`src/rtl/vga_sync_decoder.sv`:
```
// vga_sync_decoder
//   Recovers pixel coordinates from a VGA-style stream (active-low HS/VS plus 12-bit RGB),
//   validates line/frame timing and declares lock after LOCK_FRAMES consecutive good frames.
//   All sampling and counting happen only on i_clk edges with i_pix_stb=1.
//
// Optional feature: define VGA_SYNC_DECODER_CHECKSUM_EN to build a 16-bit per-frame sum of
//   i_rgb over locked active pixels. Without it o_checksum/o_checksum_vld are tied to 0.
//
// Ports:
//   i_clk, i_rst      clock, asynchronous active-high reset
//   i_pix_stb         pixel strobe (qualifies every sample)
//   i_hs, i_vs        horizontal / vertical sync, active-low
//   i_rgb             pixel {R,G,B} 4 bits each
//   o_x, o_y          recovered column / row (held outside the active area)
//   o_de, o_rgb       data enable (locked + active) and registered pixel
//   o_sof             pulse at the first active pixel of a locked frame
//   o_locked, o_err   lock indicator, single-clock timing-violation pulse
//   o_checksum(_vld)  frame checksum and its update pulse
module vga_sync_decoder #(
  parameter int unsigned H_ACTIVE    = 640,
  parameter int unsigned H_FP        = 16,
  parameter int unsigned H_SYNC      = 96,
  parameter int unsigned H_BP        = 48,
  parameter int unsigned V_ACTIVE    = 480,
  parameter int unsigned V_FP        = 10,
  parameter int unsigned V_SYNC      = 2,
  parameter int unsigned V_BP        = 33,
  parameter int unsigned LOCK_FRAMES = 2
) (
  input  logic        i_clk,
  input  logic        i_rst,
  input  logic        i_pix_stb,
  input  logic        i_hs,
  input  logic        i_vs,
  input  logic [11:0] i_rgb,
  output logic [9:0]  o_x,
  output logic [8:0]  o_y,
  output logic        o_de,
  output logic [11:0] o_rgb,
  output logic        o_sof,
  output logic        o_locked,
  output logic        o_err,
  output logic [15:0] o_checksum,
  output logic        o_checksum_vld
);

  localparam int unsigned H_TOTAL = H_SYNC + H_BP + H_ACTIVE + H_FP;
  localparam int unsigned V_TOTAL = V_SYNC + V_BP + V_ACTIVE + V_FP;
  localparam int unsigned H_START = H_SYNC + H_BP;
  localparam int unsigned V_START = V_SYNC + V_BP;
  localparam int unsigned GOOD_W  = (LOCK_FRAMES > 1) ? $clog2(LOCK_FRAMES + 1) : 1;

  typedef enum logic [1:0] {StSearch, StTrack, StLocked} state_e;

  state_e            state_q, state_d;
  logic              hs_prev_q, hs_prev_d, vs_prev_q, vs_prev_d;
  logic              vs_pend_q, vs_pend_d;
  logic [9:0]        h_cnt_q, h_cnt_d, v_cnt_q, v_cnt_d;
  logic [9:0]        hs_w_q, hs_w_d, vs_w_q, vs_w_d;
  logic [GOOD_W-1:0] good_q, good_d, good_inc;
  logic [9:0]        x_q, x_d;
  logic [8:0]        y_q, y_d;
  logic [11:0]       rgb_q, rgb_d;
  logic              de_q, de_d, sof_q, sof_d, err_q, err_d;

  logic              hs_fall, hs_rise, vs_fall, vs_rise;
  logic              line_fail, frame_fail, fail, active, pix_de;
  logic [9:0]        h_inc, v_inc, h_pos, v_pos, x_val;
  logic [8:0]        y_val;

  // Position of the pixel sampled on this strobe (counter value after the update).
  always_comb begin
    hs_fall = i_pix_stb & hs_prev_q & ~i_hs;
    hs_rise = i_pix_stb & ~hs_prev_q & i_hs;
    vs_fall = i_pix_stb & vs_prev_q & ~i_vs;
    vs_rise = i_pix_stb & ~vs_prev_q & i_vs;
    h_inc   = (h_cnt_q == 10'd1023) ? h_cnt_q : h_cnt_q + 10'd1;
    v_inc   = (v_cnt_q == 10'd1023) ? v_cnt_q : v_cnt_q + 10'd1;
    h_pos   = hs_fall ? 10'd0 : h_inc;
    v_pos   = v_cnt_q;
    if (hs_fall) begin
      // First hs fall at or after a vs fall starts line 0.
      v_pos = (vs_pend_q | vs_fall) ? 10'd0 : v_inc;
    end
    active  = (h_pos >= 10'(H_START)) && (h_pos < 10'(H_START + H_ACTIVE)) &&
              (v_pos >= 10'(V_START)) && (v_pos < 10'(V_START + V_ACTIVE));
    x_val   = h_pos - 10'(H_START);
    y_val   = 9'(v_pos - 10'(V_START));
    // hs_w/vs_w hold the position where the sync pulse ended, i.e. its low width.
    line_fail  = hs_fall & ((h_cnt_q != 10'(H_TOTAL - 1)) | (hs_w_q != 10'(H_SYNC)));
    frame_fail = vs_fall & ((v_cnt_q != 10'(V_TOTAL - 1)) | (vs_w_q != 10'(V_SYNC)));
    fail       = (state_q != StSearch) & (line_fail | frame_fail);
    pix_de     = i_pix_stb & (state_q == StLocked) & active & ~fail;
  end

  always_comb begin
    state_d   = state_q;
    good_d    = good_q;
    good_inc  = good_q + GOOD_W'(1);
    hs_prev_d = i_pix_stb ? i_hs : hs_prev_q;
    vs_prev_d = i_pix_stb ? i_vs : vs_prev_q;
    vs_pend_d = hs_fall ? 1'b0 : (vs_fall ? 1'b1 : vs_pend_q);
    h_cnt_d   = i_pix_stb ? h_pos : h_cnt_q;
    v_cnt_d   = i_pix_stb ? v_pos : v_cnt_q;
    hs_w_d    = hs_rise ? h_pos : hs_w_q;
    vs_w_d    = vs_rise ? v_pos : vs_w_q;
    x_d       = (i_pix_stb & active) ? x_val : x_q;
    y_d       = (i_pix_stb & active) ? y_val : y_q;
    rgb_d     = (i_pix_stb & active) ? i_rgb : rgb_q;
    de_d      = i_pix_stb ? pix_de : de_q;
    sof_d     = pix_de & (x_val == 10'd0) & (y_val == 9'd0);
    err_d     = fail;

    case (state_q)
      StSearch: begin
        if (vs_fall) begin
          state_d = StTrack;
          good_d  = '0;
        end
      end
      StTrack: begin
        if (fail) begin
          state_d = StSearch;
        end else if (vs_fall) begin
          good_d = good_inc;
          if (good_inc == GOOD_W'(LOCK_FRAMES)) state_d = StLocked;
        end
      end
      StLocked: begin
        if (fail) state_d = StSearch;
      end
      default: state_d = StSearch;
    endcase
  end

  always_ff @(posedge i_clk or posedge i_rst) begin
    if (i_rst) begin
      state_q   <= StSearch;
      good_q    <= '0;
      hs_prev_q <= 1'b1;
      vs_prev_q <= 1'b1;
      vs_pend_q <= 1'b0;
      h_cnt_q   <= '0;
      v_cnt_q   <= '0;
      hs_w_q    <= '0;
      vs_w_q    <= '0;
      x_q       <= '0;
      y_q       <= '0;
      rgb_q     <= '0;
      de_q      <= 1'b0;
      sof_q     <= 1'b0;
      err_q     <= 1'b0;
    end else begin
      state_q   <= state_d;
      good_q    <= good_d;
      hs_prev_q <= hs_prev_d;
      vs_prev_q <= vs_prev_d;
      vs_pend_q <= vs_pend_d;
      h_cnt_q   <= h_cnt_d;
      v_cnt_q   <= v_cnt_d;
      hs_w_q    <= hs_w_d;
      vs_w_q    <= vs_w_d;
      x_q       <= x_d;
      y_q       <= y_d;
      rgb_q     <= rgb_d;
      de_q      <= de_d;
      sof_q     <= sof_d;
      err_q     <= err_d;
    end
  end

  assign o_x      = x_q;
  assign o_y      = y_q;
  assign o_rgb    = rgb_q;
  assign o_de     = de_q;
  assign o_sof    = sof_q;
  assign o_err    = err_q;
  assign o_locked = (state_q == StLocked);

`ifdef VGA_SYNC_DECODER_CHECKSUM_EN
  logic [15:0] sum_q, sum_d, cks_q, cks_d, sum_next;
  logic        vld_q, vld_d, last_pix;

  // The sum restarts with the first active pixel of each locked frame.
  always_comb begin
    sum_next = (sof_d ? 16'd0 : sum_q) + {4'd0, i_rgb};
    last_pix = pix_de & (x_val == 10'(H_ACTIVE - 1)) & (y_val == 9'(V_ACTIVE - 1));
    sum_d    = pix_de ? sum_next : sum_q;
    cks_d    = last_pix ? sum_next : cks_q;
    vld_d    = last_pix;
  end

  always_ff @(posedge i_clk or posedge i_rst) begin
    if (i_rst) begin
      sum_q <= '0;
      cks_q <= '0;
      vld_q <= 1'b0;
    end else begin
      sum_q <= sum_d;
      cks_q <= cks_d;
      vld_q <= vld_d;
    end
  end

  assign o_checksum     = cks_q;
  assign o_checksum_vld = vld_q;
`else
  assign o_checksum     = 16'd0;
  assign o_checksum_vld = 1'b0;
`endif

endmodule
```
`config.mk`:
```
export PLATFORM = sky130hd
export DESIGN_NAME = vga_sync_decoder
export DESIGN_NICKNAME = d
export VERILOG_FILES = /design/src/rtl/vga_sync_decoder.sv
export SDC_FILE = /design/constraint.sdc
export NUM_CORES = 1
export LEC_CHECK = 0
export ABC_AREA = 1
export BUFFER_PORTS_ARGS = -buffer_cell sky130_fd_sc_hd__buf_2
export CAP_MARGIN = 20
export CORE_UTILIZATION = 40
export CTS_CLUSTER_DIAMETER = 50
export DETAILED_ROUTE_END_ITERATION = 6
export GPL_TIMING_DRIVEN = 0
export SYNTH_ARGS = -nofsm -noshare
export SYNTH_HDL_FRONTEND = slang
export SYNTH_SLANG_ARGS = --single-unit
```
`constraint.sdc`:
```
create_clock -name i_clk -period 6.9 [get_ports i_clk]
set_input_delay 0 -clock i_clk [delete_from_list [all_inputs] [get_ports i_clk]]
set_output_delay 0 -clock i_clk [all_outputs]
set_load 0.01 [all_outputs]
```
## After elaboration in Yosys (flattened, before gate mapping)

Cells that the tools add are included.

- Register bits: 81
- Output and inout port bits: 52
- Logic and storage cells: 93

- Add/subtract/negate cells: 5
- Order comparisons: 4
- Eq/ne operators: 15
- Multiplexer cells: 17
- Bitwise operators: 26
- Reductions and logical operators: 11

Operators with widths:

| kind | number |
|---|---|
| two-way mux 10 bit | 5 |
| adder 10 x 1 -> 10 bit, second input constant | 2 |
| equality test 10 bit, second input constant | 2 |
| < comparator 10 bit, second input constant | 2 |
| inequality test 10 bit, second input constant | 2 |
| AND 1 bit | 17 |
| two-way mux 2 bit | 8 |
| greater-or-equal comparator 10 x 6 -> 1 bit, second input constant | 1 |
| greater-or-equal comparator 10 x 8 -> 1 bit, second input constant | 1 |
| logical NOT 10 bit | 1 |
| inequality test 10 x 2 -> 1 bit, second input constant | 1 |
| inequality test 10 x 7 -> 1 bit, second input constant | 1 |
| subtractor 10 x 8 -> 10 bit, second input constant | 1 |
| logical NOT 9 bit | 1 |
| subtractor 9 x 6 -> 9 bit, second input constant | 1 |
| AND reduction 4 bit | 2 |
| inequality test 2 bit, second input constant | 3 |
| inequality test 3 bit, second input constant | 2 |
| case mux 2 bit (3 select lines) | 1 |
| nonzero test 2 bit | 3 |
| inverter 1 bit | 5 |
| equality test 2 bit, second input constant | 2 |
| bitwise OR 1 bit | 4 |
| case mux 2 bit (2 select lines) | 1 |
| other kinds (6) | 9 |

## Longest topological paths before layout

- Depth after elaboration: 12
- Mapped depth: 22

## Least setup slack after synthesis

No wires, ideal clock.

- Path type: flip-flop to flip-flop
- Start: register v_cnt_q[0]
- End: register x_q[0], in the netlist o_x[0]
- Library setup time: 0.123 ns
- Data arrival time: 2.620 ns
- Data required time: 6.777 ns
- Path slack: 4.157 ns
- Stages on the path, launching flop included: 22
- Buffers on the path: 3
- Clock period less this slack: 2.743 ns
- Cell sequence: dfrtp_1 ha_1 nand3_1 nor2_2 nand2_1 buf_6 nand3_1 nand2_1 nand2_1 inv_1 ha_1 inv_1 nand2_1 nor2_1 nand2_1 nand3b_2 nand2_4 nand3_4 buf_6 buf_8 nand2_1 o21ai_1

- Cells in the longest elaborated chain, start to end: 8

RTL lines:

| element | line | source |
|---|---|---|
| start: declaration | 58 | `logic [9:0] h_cnt_q, h_cnt_d, v_cnt_q, v_cnt_d;` |
| start signal: assignment | 160 | `v_cnt_q <= v_cnt_d;` |
| adder 10 x 1 -> 10 bit or equality test 10 bit (tied branches) | 78 | `v_inc = (v_cnt_q == 10'd1023) ? v_cnt_q : v_cnt_q + 10'd1;` |
| two-way mux 10 bit | 78 |  |
| two-way mux 10 bit | 83 | `v_pos = (vs_pend_q \| vs_fall) ? 10'd0 : v_inc;` |
| two-way mux 10 bit * | 81 | `if (hs_fall) begin` |
| named net v_pos[0] | 68 | `logic [9:0] h_inc, v_inc, h_pos, v_pos, x_val;` |
| greater-or-equal comparator 10 x 6 -> 1 bit | 86 | `(v_pos >= 10'(V_START)) && (v_pos < 10'(V_START + V_ACTIVE));` |
| logical AND 1 bit | 85 | `active = (h_pos >= 10'(H_START)) && (h_pos < 10'(H_START + H_ACTIVE)) &&` |
| logical AND 1 bit * | 86 |  |
| AND 1 bit * | 107 | `x_d = (i_pix_stb & active) ? x_val : x_q;` |
| end signal: assignment | 147 | `x_q <= '0;` |
| end signal: assignment | 163 | `x_q <= x_d;` |
| end: declaration | 61 | `logic [9:0] x_q, x_d;` |

The timed path passes the listed nets; every way through them passes the cells marked *.
A chain may end at the register's enable or synchronous reset.

## Final worst setup path

Ends and elaborated chain as after synthesis.

==> impl_metrics.yaml <==
route:
  detailedRoute.firstPassIterationCount: 5
  route.detailed.drc: 0
  post_drt_via_cell_ratio: 4.89
  first_iter_violations: 265
  route.detailed.wl_per_inst_um: 13.3
  drtAntennaViolNets: 0
  finalWirelength_um: 10900
  vias: 3993
cells_and_area:
  layout.filler_cells: 1034
  finish.cell_count_without_fillers: 816
  area_growth_syn_to_layout_pct: 21.3
  post_layout_nets: 697
  layout_common_cells: "sky130_fd_sc_hd__nand2_1 (169), sky130_fd_sc_hd__dfrtp_1 (79), sky130_fd_sc_hd__inv_1 (68), sky130_fd_sc_hd__o21ai_0 (54), sky130_fd_sc_hd__buf_2 (53)"
  antenna_cells_inserted: 0
  layout.cell_area.non_filler_um2: 5540
  layout.cells.most_common: "sky130_fd_sc_hd__nand2_1"
  final_layout_size_suffix_gt1_share_pct: 21.9
yosys:
  synth.distinct_cells: 44
  synthesis.area_per_instance_um2: 7.94
  yosysSeqAreaShare_pct: 44.4
  yosys_warnings: 0
  synthesis.instances: 575
  mappedNetlistArea_um2: 4570
  synth_top_cell_by_area: "sky130_fd_sc_hd__dfrtp_1"
  synth_enable_flop_cells: 0
  post_synth_main_area_contributors: "sky130_fd_sc_hd__dfrtp_1 (43%), sky130_fd_sc_hd__nand2_1 (14%), sky130_fd_sc_hd__o21ai_0 (5.9%), sky130_fd_sc_hd__inv_1 (5.7%), sky130_fd_sc_hd__nand3_1 (4.2%)"
  synth_top_area_share_pct: 43.3
  synth-seq-cells: 81
  ys_async_sr_fraction_pct: 100
  postSynth.topFlopCell: "sky130_fd_sc_hd__dfrtp_1"
worst_setup_path:
  worst_r2r_startpoint: "v_cnt_q[0]$_DFFE_PP0P_"
  cp_data_arrival_time_ns: 3.51
  crit_path_end_kind: "flop"
  critical-path-top-cell-by-count: "sky130_fd_sc_hd__nand2_1"
  reg2reg_depth: 22
  crit-reg2reg-capture: "o_x[0]$_DFFE_PP0P_"
  crit_required_ns: 7.11
  crit_fanout: 10
  crit_path_cell_trace: "ha_1 > nand3_1 > nor2_2 > nand2_1 > buf_6 > nand2_1 > nand2_1 > nand2_1 > nand2_1 > inv_1 > ha_1 > inv_1 > nand2_1 > nor2_1 > nand2_1 > nand2_1 > nand3_2 > nand3_4 > buf_6 > buf_8 > nand2_1 > o21ai_1"
  critical_path.slowest_cell: "sky130_fd_sc_hd__dfrtp_1"
  max_stage_delay_ns: 0.43
  r2r_slack_ns: 3.60
  worstSetupPathType: "reg2reg"
  start_kind: "flop"
sta:
  largest_clock_skew_in_the_final_design_ns: 0.00784
  timing.final.hold_violations: 0
  final.min_clock_period_ns: 3.30
  grt_setup_unrepaired: "false"
  setup_viol: 0
  maxSlewViolCount: 0
  final_min_period_over_clock_period_pct: 47.8
  totalNegativeSetupSlack_ns: 0
  clock.fmax_mhz: 303
floorplan:
  dieArea_um2: 11800
  die_width_um: 109
  top_level_ports: 69
  placeableCoreArea_um2: 11000
  initial_core_util_pct: 41.6
  num_rows: 38
  die_height_um: 109
placed_design:
  dpl_cell_area_um2: 5090
  post-dp-hpwl_um: 8010
  portBuffers: 51
  finalWeightedCongestion: 0.857
  place.detailed.instances: 783
grt:
  track_usage_pct: 19.7
  initial_antenna_violation_count: 0
  grt_first_pass_wirelength_um: 18100
  vias_in_the_first_global_route: 3890
  grt-ovfl-total: 0
  pin_count_of_the_biggest_net_entering_global_routing: 57
clock_tree:
  deepest_clock_path_buffer_count: 2
  htree_levels: 3
  cts.sinks: 81
  cts-hold-fix-buffers: 18
  cts_tree: "done"
  worstSkewPairLatency_ns: 0.34
  clock_slew_at_reported_path_ffs_ns: 0.06
  root_buffer: "sky130_fd_sc_hd__clkbuf_16"
  cts_resized: 0
  cts_made_buffers: 9
  post-cts-setup-buffer-count: 0
power:
  p_leak_uw: 0.00295
  power.density_cell_area_nw_per_um2: 244
  vdd.ir_drop.worst_mv: 0.147
job:
  max_cap_viol_count: 0
run_status:
  outcome: "finished clean"
worst_hold_path:
  holdCritPathClass: "in2async"
[cell families after synthesis]
family / Yosys count / share of synthesized area [%]
XOR/XNOR: 7 / 1.34
flip-flops: 81 / 44.4
other: 1 / 0.0821
multiplexers: 1 / 0.219
adder cells (fa/ha/maj): 8 / 2.19
AND/OR/NAND/NOR: 293 / 29.9
buffers and inverters: 107 / 11.6
AO/OA/AOI/OAI: 77 / 10.2
[worst max-delay path: cells and delay by family (launching register included)]
family,cells,cell delay (ns)
AND/OR/NAND/NOR,14,1.50
adder cells (fa/ha/maj),2,0.48
flip-flops,1,0.43
AO/OA/AOI/OAI,1,0.05
buffers and inverters,5,0.72
[metrics by stage]
stage	hold WS (ns)	util [%]	worst slack [ns]	power, µW
after global routing	0.249	50.4	3.21	1440
after CTS	0.201	50.4	3.63	1370
final	0.193	50.4	3.60	1350
after detailed placement	0.0120	46.3	3.62	914
after floorplan	0.108	-	4.16	817
after global placement	0.249	46.0	3.73	901
[state kept, by name, summed over array words and instances (netlist names)]
name       cells
good_q         2
h_cnt_q       10
hs_prev_q      1
hs_w_q        10
o_de           1
o_err          1
o_rgb         12
o_sof          1
o_x           10
o_y            9
state_q        2
v_cnt_q       10
vs_pend_q      1
vs_prev_q      1
vs_w_q        10
[layout make-up]
type | instances | area (µm²) | area share [%]
multi-input cells | 403 | 2070 | 37.3
flip-flops and latches | 81 | 2030 | 36.6
repair buffers | 70 | 463 | 8.36
inverters | 74 | 285 | 5.15
plain buffers | 33 | 249 | 4.50
clock buffers | 10 | 239 | 4.31
well taps | 140 | 175 | 3.16
clock inverters | 5 | 32.5 | 0.587
[where the power goes]
group / internal (µW) / switching [µW] / total, µW / leakage [µW]
clock network: 251 / 188 / 439 / 0.000138
registers: 535 / 44.7 / 580 / 0.00110
logic: 123 / 212 / 335 / 0.00172
[Yosys cell counts (2+ instances only)]
library cell / instances
sky130_fd_sc_hd__a21oi_1: 3
sky130_fd_sc_hd__a21oi_4: 3
sky130_fd_sc_hd__buf_2: 2
sky130_fd_sc_hd__buf_4: 19
sky130_fd_sc_hd__buf_6: 5
sky130_fd_sc_hd__clkbuf_1: 4
sky130_fd_sc_hd__clkbuf_2: 2
sky130_fd_sc_hd__dfrtp_1: 79
sky130_fd_sc_hd__dfstp_2: 2
sky130_fd_sc_hd__ha_1: 8
sky130_fd_sc_hd__inv_1: 69
sky130_fd_sc_hd__inv_2: 3
sky130_fd_sc_hd__nand2_1: 169
sky130_fd_sc_hd__nand2_2: 13
sky130_fd_sc_hd__nand3_1: 38
sky130_fd_sc_hd__nand3_2: 7
sky130_fd_sc_hd__nand3_4: 2
sky130_fd_sc_hd__nand3b_1: 2
sky130_fd_sc_hd__nand4_1: 13
sky130_fd_sc_hd__nor2_1: 31
sky130_fd_sc_hd__nor2_2: 3
sky130_fd_sc_hd__nor2_4: 3
sky130_fd_sc_hd__nor3_1: 3
sky130_fd_sc_hd__nor3_2: 2
sky130_fd_sc_hd__nor4_1: 3
sky130_fd_sc_hd__o21ai_0: 54
sky130_fd_sc_hd__o21ai_1: 5
sky130_fd_sc_hd__o21ai_2: 7
sky130_fd_sc_hd__xnor2_1: 3
sky130_fd_sc_hd__xor2_1: 4
[worst max path at each step]
| stage | start | to | cells after the start |
|---|---|---|---|
| 2_1_floorplan | v_cnt_q[0]$_DFFE_PP0P_ | o_x[0]$_DFFE_PP0P_ | 21 |
| 3_3_place_gp | v_cnt_q[0]$_DFFE_PP0P_ | o_x[1]$_DFFE_PP0P_ | 21 |
| 4_1_cts | v_cnt_q[0]$_DFFE_PP0P_ | o_x[0]$_DFFE_PP0P_ | 21 |
| 3_5_place_dp | v_cnt_q[0]$_DFFE_PP0P_ | o_x[0]$_DFFE_PP0P_ | 22 |
| 5_1_grt | v_cnt_q[0]$_DFFE_PP0P_ | o_x[1]$_DFFE_PP0P_ | 21 |
| 6_report | v_cnt_q[0]$_DFFE_PP0P_ | o_x[0]$_DFFE_PP0P_ | 22 |
[layer usage]
metal | part of all wire [%] | up-vias | GRT usage (%)
met3 | 4.3 | 18 | 4.30
met5 | 0 | - | 0
met2 | 48 | 102 | 33.5
met4 | 2.0 | 0 | 7.05
met1 | 46 | 1876 | 24.7
li1 | - | 1997 | -
(Power assumes the default switching activity.)
